### config.mk
export PLATFORM = sky130hd
export DESIGN_NAME = mux8_rr_arbiter
export DESIGN_NICKNAME = d
export VERILOG_FILES = /design/src/rtl/arb_pkg.sv /design/src/rtl/rr_pick.sv /design/src/rtl/mux8_rr_arbiter.sv
export SDC_FILE = /design/constraint.sdc
export NUM_CORES = 1
export LEC_CHECK = 0
export ABC_AREA = 1
export ABC_CLOCK_PERIOD_IN_PS = 3310
export CAP_MARGIN = 0
export CORE_AREA = 5 5 73 75
export DETAILED_ROUTE_END_ITERATION = 8
export DIE_AREA = 0 0 78 80
export PLACE_DENSITY = 0.52
export SLEW_MARGIN = 20
export SYNTH_ARGS = -nofsm -noshare
export SYNTH_HDL_FRONTEND = slang
export SYNTH_SLANG_ARGS = --single-unit
### constraint.sdc
create_clock -name clk -period 3.31 [get_ports clk]
set_clock_uncertainty 0.15 [all_clocks]
set_input_delay 0.331 -clock clk [delete_from_list [all_inputs] [get_ports clk]]
set_output_delay 0.331 -clock clk [all_outputs]
set_load 0.02 [all_outputs]
### src/rtl/arb_pkg.sv
// Shared types and sizes for the 8-way round-robin mux arbiter.
// CNT_W holds the quantum counter (QUANTUM up to 15).
package arb_pkg;
  localparam int N_REQ = 8;
  localparam int SEL_W = 3;
  localparam int CNT_W = 4;

  typedef enum logic {
    IDLE  = 1'b0,
    GRANT = 1'b1
  } state_e;
endpackage

### src/rtl/rr_pick.sv
// Combinational round-robin winner: first set bit of v scanning p+1, p+2, ... mod 8.
// Rotate so p+1 lands at bit 0, priority-encode, then add the offset back.
module rr_pick
  import arb_pkg::*;
(
  input  logic [N_REQ-1:0] v,
  input  logic [SEL_W-1:0] p,
  output logic [SEL_W-1:0] idx
);

  logic [2*N_REQ-1:0] dbl;
  logic [N_REQ-1:0]   rot;
  logic [SEL_W-1:0]   first;

  always_comb begin
    dbl   = {v, v} >> ({1'b0, p} + 4'd1);
    rot   = dbl[N_REQ-1:0];
    first = '0;
    for (int i = N_REQ - 1; i >= 0; i--) begin
      if (rot[i]) first = SEL_W'(i);
    end
    idx = p + first + SEL_W'(1);
  end

endmodule

### src/rtl/mux8_rr_arbiter.sv
// Round-robin arbiter sharing one 8:1 bit mux; grant 1 cycle after request, quantum-limited hold.
// Optional ARB_LOCK_EN adds a lock input that lets the holder keep the mux past its quantum.
module mux8_rr_arbiter
  import arb_pkg::*;
#(
  parameter int QUANTUM = 4
) (
  input  logic             clk,
  input  logic             reset,
  input  logic [N_REQ-1:0] req,
  input  logic [N_REQ-1:0] d,
`ifdef ARB_LOCK_EN
  input  logic             lock,
`endif
  output logic [SEL_W-1:0] sel,
  output logic [N_REQ-1:0] grant,
  output logic             valid,
  output logic             y
);

  state_e             state_q, state_d;
  logic [SEL_W-1:0]   sel_q, sel_d;
  logic [SEL_W-1:0]   ptr_q, ptr_d;
  logic [CNT_W-1:0]   cnt_q, cnt_d;
  logic               y_q, y_d;

  logic [N_REQ-1:0]   others;
  logic [N_REQ-1:0]   pick_v;
  logic [SEL_W-1:0]   pick_p;
  logic [SEL_W-1:0]   pick_idx;
  logic               holder_req;
  logic               at_quantum;
  logic               lock_hold;
  logic               release_now;

  assign holder_req = req[sel_q];
  assign others     = req & ~(N_REQ'(1) << sel_q);
  assign at_quantum = (cnt_q == CNT_W'(QUANTUM - 1));

`ifdef ARB_LOCK_EN
  assign lock_hold = lock & holder_req;
`else
  assign lock_hold = 1'b0;
`endif

  assign release_now = !holder_req || (at_quantum && !lock_hold);

  // One picker serves both cases: fresh arbitration from IDLE, or handoff away from the holder.
  assign pick_v = (state_q == GRANT) ? others : req;
  assign pick_p = (state_q == GRANT) ? sel_q : ptr_q;

  rr_pick u_pick (
    .v   (pick_v),
    .p   (pick_p),
    .idx (pick_idx)
  );

  always_comb begin
    state_d = state_q;
    sel_d   = sel_q;
    ptr_d   = ptr_q;
    cnt_d   = cnt_q;
    y_d     = (state_q == GRANT) ? d[sel_q] : 1'b0;

    case (state_q)
      IDLE: begin
        if (req != '0) begin
          sel_d   = pick_idx;
          cnt_d   = '0;
          state_d = GRANT;
        end
      end
      GRANT: begin
        if (release_now) begin
          ptr_d = sel_q;
          cnt_d = '0;
          if (others != '0) begin
            sel_d = pick_idx;
          end else if (!holder_req) begin
            state_d = IDLE;
          end
        end else if (!at_quantum) begin
          cnt_d = cnt_q + CNT_W'(1);
        end
      end
      default: state_d = IDLE;
    endcase
  end

  always_ff @(posedge clk) begin
    if (reset) begin
      state_q <= IDLE;
      sel_q   <= '0;
      ptr_q   <= SEL_W'(N_REQ - 1);
      cnt_q   <= '0;
      y_q     <= 1'b0;
    end else begin
      state_q <= state_d;
      sel_q   <= sel_d;
      ptr_q   <= ptr_d;
      cnt_q   <= cnt_d;
      y_q     <= y_d;
    end
  end

  assign sel   = sel_q;
  assign valid = (state_q == GRANT);
  assign grant = valid ? (N_REQ'(1) << sel_q) : '0;
  assign y     = y_q;

endmodule

==> metrics.cfg, run 1 <==
[run_status]
outcome = complete, no violations

[logic_synthesis]
yosys.area_share.simple_pct = 50.8
yosys-mux-area-fraction_pct = 0
netlist.area_leader.share_pct = 21.9
post_synth_inst_count = 221
synth_top_family_by_area = simple AND/OR/NAND/NOR gates
number_of_nets_produced_by_synthesis = 242
synth_xor_area_share_pct = 1.40
synth-adder-area-share_pct = 3.60
synthDistinctLibCells = 30
yosysSeqAreaShare_pct = 19.2
netlist_area_mm2 = 0.00125
synth-warning-count = 0
postSynthRegisterBits = 12
synth_area_per_inst_um2 = 5.66
post-synth-top-area-cell = sky130_fd_sc_hd__nand2_1
share_of_the_synthesized_area_in_compound_gates_ao_oa_aoi_oai_pct = 15.7
netlist_top_cells_area = sky130_fd_sc_hd__nand2_1 (22%), sky130_fd_sc_hd__nand3_1 (20%), sky130_fd_sc_hd__dfxtp_1 (19%), sky130_fd_sc_hd__inv_1 (6.6%), sky130_fd_sc_hd__o21ai_0 (4.8%)

[routing]
drt-total-wl_um = 3980
route.detailed.wl_per_inst_um = 13.0
vias = 1546
detailedRoute.firstPassIterationCount = 4
routed_antenna_nets = 0
per_cell_via_count_in_the_routed_design = 5.04
detail_route.drc_violations = 0
drc_violation_total_after_the_first_tritonroute_iteration = 112

[power]
power_density_mw_per_mm2 = 728
vdd_drop_max_mv = 0.342
p_leak_nw = 0.816

[placed_design]
gpl.final_weighted_congestion = 0.877
hpwl_um = 3260
pre_cts_slack_ns = 0.0509
dp_cells = 304
port_buffers = 30

[finish]
fillCellCount = 521
drive_above_1_share_pct = 6.72
finish.utilization_pct = 36.3
layout.cells.non_filler = 307
nNetsFinal = 276
insertedDiodeCount = 0
flow.area_growth_from_synthesis_pct = 33.4

[cts]
max-clock-path-buffers = 2
cts-hold-fix-buffers = 0
path_clk_slew_ns = 0.05
cts_made_buffers = 3
cts_tree = done
cts-htree-levels = 1
numClockSinks = 12
clk_latency_ns = 0.24
clk_root_buffer_cell = sky130_fd_sc_hd__clkbuf_8

[global_route]
grt_pass1_vias = 1458
gr-total-overflow = 0
grt_max_degree = 14
grt_antenna_before_repair = 0
track_usage_pct = 13.2
first_pass_grt_wire_length_um = 6700

[worst_setup_path]
crit_type = register to register
cp.arrival_ns = 2.94
critical_path.startpoint_type = register
worstPathRequired_ns = 3.29
timing.critical_path.to_type = register
timing.critical_path.fanout_max = 13

[die]
rows = 25
coreArea_mm2 = 0.00460
pin_count = 31
die-height_um = 80
die_area_mm2 = 0.00624
initial_core_util_pct = 27.2
dieWidth_um = 78

[worst_hold_path]
hold_class = register to register

[sta]
setup_total_negative_slack_ns = 0
maxSlewHeadroom_pct = 79.4
setup-violations-final = 0
setup_slack_ns = 0.350
tightestPinTransition_ns = 0.301
final_min_period_over_clock_period_pct = 89.4
finalWorstPathRequiredPeriod_ns = 2.96
setup_repair_after_global_routing_missed_its_margin = false
finalMaxSlewViolations = 0
timing.fmax_mhz = 338
final-hold-violation-count = 0

[run]
cap_viol_max_count = 0

cells by family after synthesis:
family	after synthesis
DFF	12
buffers and inverters	28
xor gates and xnor gates	2
AOI/OAI and AO/OA	31
adders and majority gates	3
and+or+nand+nor	145
where the power goes:
group | leakage [nW] | internal, mW | switching, mW
combinational | 0.694 | 0.317 | 0.525
clock | 0.0216 | 0.0797 | 0.0485
sequential | 0.100 | 0.186 | 0.0566
total | 0.816 | 0.583 | 0.630
final timing paths:
check	start	endpoint	slack, ns	depth (start not counted)
max	valid$_SDFF_PP0_	sel[2]$_SDFFE_PP0P_	0.35	21
min	cnt_q[1]$_SDFFE_PP0P_	cnt_q[1]$_SDFFE_PP0P_	0.33	2
max reg2reg	valid$_SDFF_PP0_	sel[2]$_SDFFE_PP0P_	0.35	21
min reg2reg	cnt_q[1]$_SDFFE_PP0P_	cnt_q[1]$_SDFFE_PP0P_	0.33	2
flip-flops by register name, summed over array words and instances (netlist names):
| signal | flops |
|---|---|
| cnt_q | 4 |
| ptr_q | 3 |
| sel | 3 |
| valid | 1 |
| y | 1 |
metal layers:
| layer | wire, um | global-route usage, % |
|---|---|---|
| met1 | 1860 | 16.9 |
| met4 | 73 | 5.74 |
| met5 | 0 | 0 |
| met3 | 238 | 2.48 |
| met2 | 1810 | 21.5 |
per-stage QoR:
stage	power (mW)	hold WS (ns)	area, um^2
2_1_floorplan	0.829	0.250	1250
3_3_place_gp	1.09	0.324	1610
3_5_place_dp	1.08	0.326	1610
4_1_cts	1.22	0.333	1660
5_1_grt	1.36	0.350	1670
6_report	1.21	0.333	1670
cell usage after synthesis:
| cell | instances |
|---|---|
| sky130_fd_sc_hd__a21oi_1 | 4 |
| sky130_fd_sc_hd__a221oi_1 | 1 |
| sky130_fd_sc_hd__fa_1 | 1 |
| sky130_fd_sc_hd__nand2_1 | 73 |
| sky130_fd_sc_hd__nor3_1 | 1 |
| sky130_fd_sc_hd__a22oi_1 | 3 |
| sky130_fd_sc_hd__o32ai_1 | 1 |
| sky130_fd_sc_hd__nor2_4 | 1 |
| sky130_fd_sc_hd__buf_2 | 3 |
| sky130_fd_sc_hd__ha_1 | 2 |
| sky130_fd_sc_hd__o21ai_0 | 12 |
| sky130_fd_sc_hd__nand3_1 | 49 |
| sky130_fd_sc_hd__a31oi_1 | 1 |
| sky130_fd_sc_hd__nor2_2 | 1 |
| sky130_fd_sc_hd__nor2_1 | 13 |
| sky130_fd_sc_hd__xor2_1 | 2 |
| sky130_fd_sc_hd__nand4_1 | 5 |
| sky130_fd_sc_hd__nand2_2 | 1 |
| sky130_fd_sc_hd__o21a_1 | 1 |
| sky130_fd_sc_hd__dfxtp_1 | 12 |
| sky130_fd_sc_hd__o21bai_1 | 1 |
| sky130_fd_sc_hd__clkinv_1 | 1 |
| sky130_fd_sc_hd__buf_6 | 1 |
| sky130_fd_sc_hd__a2111oi_0 | 1 |
| sky130_fd_sc_hd__inv_2 | 1 |
| sky130_fd_sc_hd__a211oi_1 | 2 |
| sky130_fd_sc_hd__inv_1 | 22 |
| sky130_fd_sc_hd__a21oi_2 | 1 |
| sky130_fd_sc_hd__and2_1 | 1 |
| sky130_fd_sc_hd__o211ai_1 | 3 |
cell usage in the layout, fill, tap and decap left out:
| cell type | n |
|---|---|
| sky130_fd_sc_hd__nand2_1 | 72 |
| sky130_fd_sc_hd__nand3_1 | 49 |
| sky130_fd_sc_hd__clkdlybuf4s50_1 | 30 |
| sky130_fd_sc_hd__inv_1 | 22 |
| sky130_fd_sc_hd__nor2_1 | 12 |
| sky130_fd_sc_hd__o21ai_0 | 12 |
| sky130_fd_sc_hd__dfxtp_1 | 8 |
| sky130_fd_sc_hd__nand4_1 | 5 |
| sky130_fd_sc_hd__a21oi_1 | 4 |
| sky130_fd_sc_hd__a22oi_1 | 3 |
| sky130_fd_sc_hd__o211ai_1 | 3 |
| sky130_fd_sc_hd__clkbuf_8 | 3 |
| sky130_fd_sc_hd__buf_4 | 3 |
| sky130_fd_sc_hd__dfxtp_2 | 3 |
| sky130_fd_sc_hd__nor2_2 | 2 |
| sky130_fd_sc_hd__nand2_2 | 2 |
| sky130_fd_sc_hd__xor2_1 | 2 |
| sky130_fd_sc_hd__a211oi_1 | 2 |
| sky130_fd_sc_hd__ha_1 | 2 |
| sky130_fd_sc_hd__inv_2 | 1 |
| sky130_fd_sc_hd__nor2_4 | 1 |
| sky130_fd_sc_hd__a21oi_2 | 1 |
| sky130_fd_sc_hd__clkinv_1 | 1 |
| sky130_fd_sc_hd__a31oi_1 | 1 |
| sky130_fd_sc_hd__o21bai_1 | 1 |
| sky130_fd_sc_hd__and2_1 | 1 |
| sky130_fd_sc_hd__o21a_1 | 1 |
| sky130_fd_sc_hd__o32ai_1 | 1 |
| sky130_fd_sc_hd__a221oi_1 | 1 |
| sky130_fd_sc_hd__a2111oi_0 | 1 |
| sky130_fd_sc_hd__nor3_1 | 1 |
| sky130_fd_sc_hd__fa_1 | 1 |
| sky130_fd_sc_hd__dfxtp_4 | 1 |
cell type report:
class	instances	area, um^2	area share, %
inverters	24	90.1	5.40
flip-flops and latches	12	248	14.9
multi-input cells	181	898	53.9
well taps	54	67.6	4.05
repair buffers	33	323	19.4
clock buffers	3	41.3	2.48
critical path: stages, from the launching register on:
cell and delay, ns:
sky130_fd_sc_hd__dfxtp_4 0.38, sky130_fd_sc_hd__inv_1 0.19, sky130_fd_sc_hd__nand2_1 0.10, sky130_fd_sc_hd__nand2_2 0.18, sky130_fd_sc_hd__nand3_1 0.17, sky130_fd_sc_hd__nand3_1 0.12
sky130_fd_sc_hd__nand3_1 0.10, sky130_fd_sc_hd__nand2_1 0.12, sky130_fd_sc_hd__o21bai_1 0.09, sky130_fd_sc_hd__nand2_1 0.06, sky130_fd_sc_hd__nand2_1 0.04, sky130_fd_sc_hd__nand2_1 0.05
sky130_fd_sc_hd__nand2_1 0.05, sky130_fd_sc_hd__nand2_1 0.06, sky130_fd_sc_hd__ha_1 0.13, sky130_fd_sc_hd__inv_1 0.04, sky130_fd_sc_hd__fa_1 0.37, sky130_fd_sc_hd__xor2_1 0.18
sky130_fd_sc_hd__nand3_1 0.10, sky130_fd_sc_hd__nand2_1 0.05, sky130_fd_sc_hd__nor2_1 0.09, sky130_fd_sc_hd__nor2_1 0.04
repair_timing:
action,CTS,global route
setup buffers,0,0
gates resized for setup,0,7
setup endpoints to repair,0,2
(Power assumes the default switching activity.)
==> inputs of run 2 (changes only) <==
--- a/config.mk
+++ b/config.mk
@@ -8,10 +8,11 @@
 export ABC_AREA = 1
 export ABC_CLOCK_PERIOD_IN_PS = 3310
 export CAP_MARGIN = 0
-export CORE_AREA = 5 5 73 75
+export CORE_AREA = 5 5 60 62
 export DETAILED_ROUTE_END_ITERATION = 8
-export DIE_AREA = 0 0 78 80
-export PLACE_DENSITY = 0.52
+export DIE_AREA = 0 0 65 67
+export HOLD_SLACK_MARGIN = 0.02
+export PLACE_DENSITY = 0.72
 export SLEW_MARGIN = 20
 export SYNTH_ARGS = -nofsm -noshare
 export SYNTH_HDL_FRONTEND = slang
==> metrics.cfg, run 2 (synthesis gave the netlist of run 1 again) <==
[run_status]
outcome = complete, no violations

[worst_setup_path]
cp-startpoint = valid$_SDFF_PP0_
r2r-start = valid$_SDFF_PP0_
crit_type = register to register
critical_path.startpoint_type = register
cp.arrival_ns = 3.01
timing.critical_path.to_type = register
timing.critical_path.fanout_max = 13
worst-r2r-setup-slack_ns = 0.31
worstPathRequired_ns = 3.32

[cts]
clk_latency_ns = 0.27
cts-hold-fix-buffers = 0
cts_tree = done
max-clock-path-buffers = 2
postCtsSetupBuffers = 0
cts.repair.resized = 0
path_clk_slew_ns = 0.07
numClockSinks = 12
cts_made_buffers = 3
clk_root_buffer_cell = sky130_fd_sc_hd__clkbuf_4
cts-htree-levels = 1

[finish]
largest-register = cnt_q
drive_above_1_share_pct = 6.30
largest_reg_flops = 4
mostFrequentLayoutCells = sky130_fd_sc_hd__nand2_1 (73), sky130_fd_sc_hd__nand3_1 (49), sky130_fd_sc_hd__clkdlybuf4s50_1 (30)
layout.cells.non_filler = 287
insertedDiodeCount = 0
nNetsFinal = 277
fillCellCount = 302
most_common_cell_after_layout_fill_and_taps_aside = sky130_fd_sc_hd__nand2_1
finish.utilization_pct = 54.5
flow.area_growth_from_synthesis_pct = 29.7

[sta]
setup_total_negative_slack_ns = 0
setup-violations-final = 0
finalMaxSlewViolations = 0
finalWorstPathRequiredPeriod_ns = 3.00
maxSlewHeadroom_pct = 75.8
final_min_period_over_clock_period_pct = 90.7
tightestPinTransition_ns = 0.362
timing.fmax_mhz = 333
final-hold-violation-count = 0
finalHoldWorstSlack_ns = 0.343
setup_repair_after_global_routing_missed_its_margin = false

[worst_hold_path]
hold_class = register to register
hold_path.startpoint = cnt_q[1]$_SDFFE_PP0P_

[die]
die_area_mm2 = 0.00436
coreArea_mm2 = 0.00298
die-height_um = 67
rows = 20
dieWidth_um = 65
pin_count = 31
initial_core_util_pct = 42.0

[power]
pwr-share-seq_pct = 20.6
vdd_drop_max_mv = 0.487
swShare_pct = 53.2
p_leak_nw = 0.815
power_density_mw_per_mm2 = 719
power.net_switching_mw = 0.621
total_chip_power_mw = 1.17
power_report.internal_total_mw = 0.546
power.clock.fraction_pct = 7.4
combinationalPowerShare_pct = 72.0

[routing]
route.detailed.wl_per_inst_um = 12.8
drt-total-wl_um = 3680
vias = 1540
routed_antenna_nets = 0
per_cell_via_count_in_the_routed_design = 5.37
detail_route.drc_violations = 0
detailedRoute.firstPassIterationCount = 5
drc_violation_total_after_the_first_tritonroute_iteration = 210

[global_route]
grt_pass1_vias = 1440
track_usage_pct = 18.0
grt_max_degree = 14
grt_antenna_before_repair = 0
first_pass_grt_wire_length_um = 6240
gr-total-overflow = 0

[placed_design]
hpwl_um = 2930
port_buffers = 30
dp_cells = 284
gpl.final_weighted_congestion = 0.865

[run]
cap_viol_max_count = 0

[run 2: cell types whose count changed in the layout (fill, tap and decap cells not counted)]
cell / delta
sky130_fd_sc_hd__inv_2: +1
sky130_fd_sc_hd__buf_4: +1
sky130_fd_sc_hd__nand2_1: +1
sky130_fd_sc_hd__nand2_2: -1
sky130_fd_sc_hd__nor2_1: +1
sky130_fd_sc_hd__dfxtp_1: +1
sky130_fd_sc_hd__clkinv_1: -1
sky130_fd_sc_hd__clkbuf_8: -3
sky130_fd_sc_hd__clkbuf_4: +3
sky130_fd_sc_hd__dfxtp_4: -1
sky130_fd_sc_hd__nor2_2: -1
[run 2: worst paths after layout]
path | end | depth (start not counted)
worst min register to register | cnt_q[1]$_SDFFE_PP0P_ | 2
worst max register to register | sel[2]$_SDFFE_PP0P_ | 21
worst min-delay path | cnt_q[1]$_SDFFE_PP0P_ | 2
worst max-delay path | sel[2]$_SDFFE_PP0P_ | 21
[run 2: stage by stage]
step	worst slack (ns)	instance area [um^2]
detailed placement	0.175	1600
global placement	0.225	1600
global route	0.0402	1620
finish	0.309	1620
floorplan	0.440	1250
CTS	0.162	1620
[run 2: power groups by stage]
stage               sequential [mW]  combinational [mW]  clock, mW
floorplan                     0.238               0.591          0
global placement              0.240               0.828          0
detailed placement            0.239               0.829          0
CTS                           0.237               0.832     0.0900
global route                  0.250               0.954     0.0976
finish                        0.241               0.840     0.0861
[run 2: final cells by class]
class / instances / area (um^2) / share of cell area [%]
sequential: 12 / 244 / 15.0
multi-input combinational: 181 / 893 / 55.1
timing repair buffer: 34 / 330 / 20.4
clock buffer: 3 / 22.5 / 1.39
tap: 33 / 41.3 / 2.55
inverter: 24 / 90.1 / 5.56
[run 2: layer usage]
metal  track usage, %  routed length (um)  up-vias  part of all wire (%)
met2             29.4                1630       48                    44
met3             1.85                 212        6                   5.8
met4             6.86                  45        0                   1.2
met5                0                   0        -                     0
li1                 -                   -      816                     -
met1             24.2                1790      670                    49
[run 2: worst max-delay path, stage by stage, from the launching register on]
cell	delay, ns
sky130_fd_sc_hd__dfxtp_2	0.45
sky130_fd_sc_hd__inv_1	0.16
sky130_fd_sc_hd__nand2_1	0.09
sky130_fd_sc_hd__nand2_1	0.17
sky130_fd_sc_hd__nand3_1	0.19
sky130_fd_sc_hd__nand3_1	0.12
sky130_fd_sc_hd__nand3_1	0.10
sky130_fd_sc_hd__nand2_1	0.07
sky130_fd_sc_hd__o21bai_1	0.15
sky130_fd_sc_hd__nand2_1	0.05
sky130_fd_sc_hd__nand2_1	0.04
sky130_fd_sc_hd__nand2_1	0.05
sky130_fd_sc_hd__nand2_1	0.05
sky130_fd_sc_hd__nand2_1	0.05
sky130_fd_sc_hd__ha_1	0.13
sky130_fd_sc_hd__inv_1	0.04
sky130_fd_sc_hd__fa_1	0.37
sky130_fd_sc_hd__xor2_1	0.18
sky130_fd_sc_hd__nand3_1	0.09
sky130_fd_sc_hd__nand2_1	0.05
sky130_fd_sc_hd__nor2_1	0.10
sky130_fd_sc_hd__nor2_1	0.05
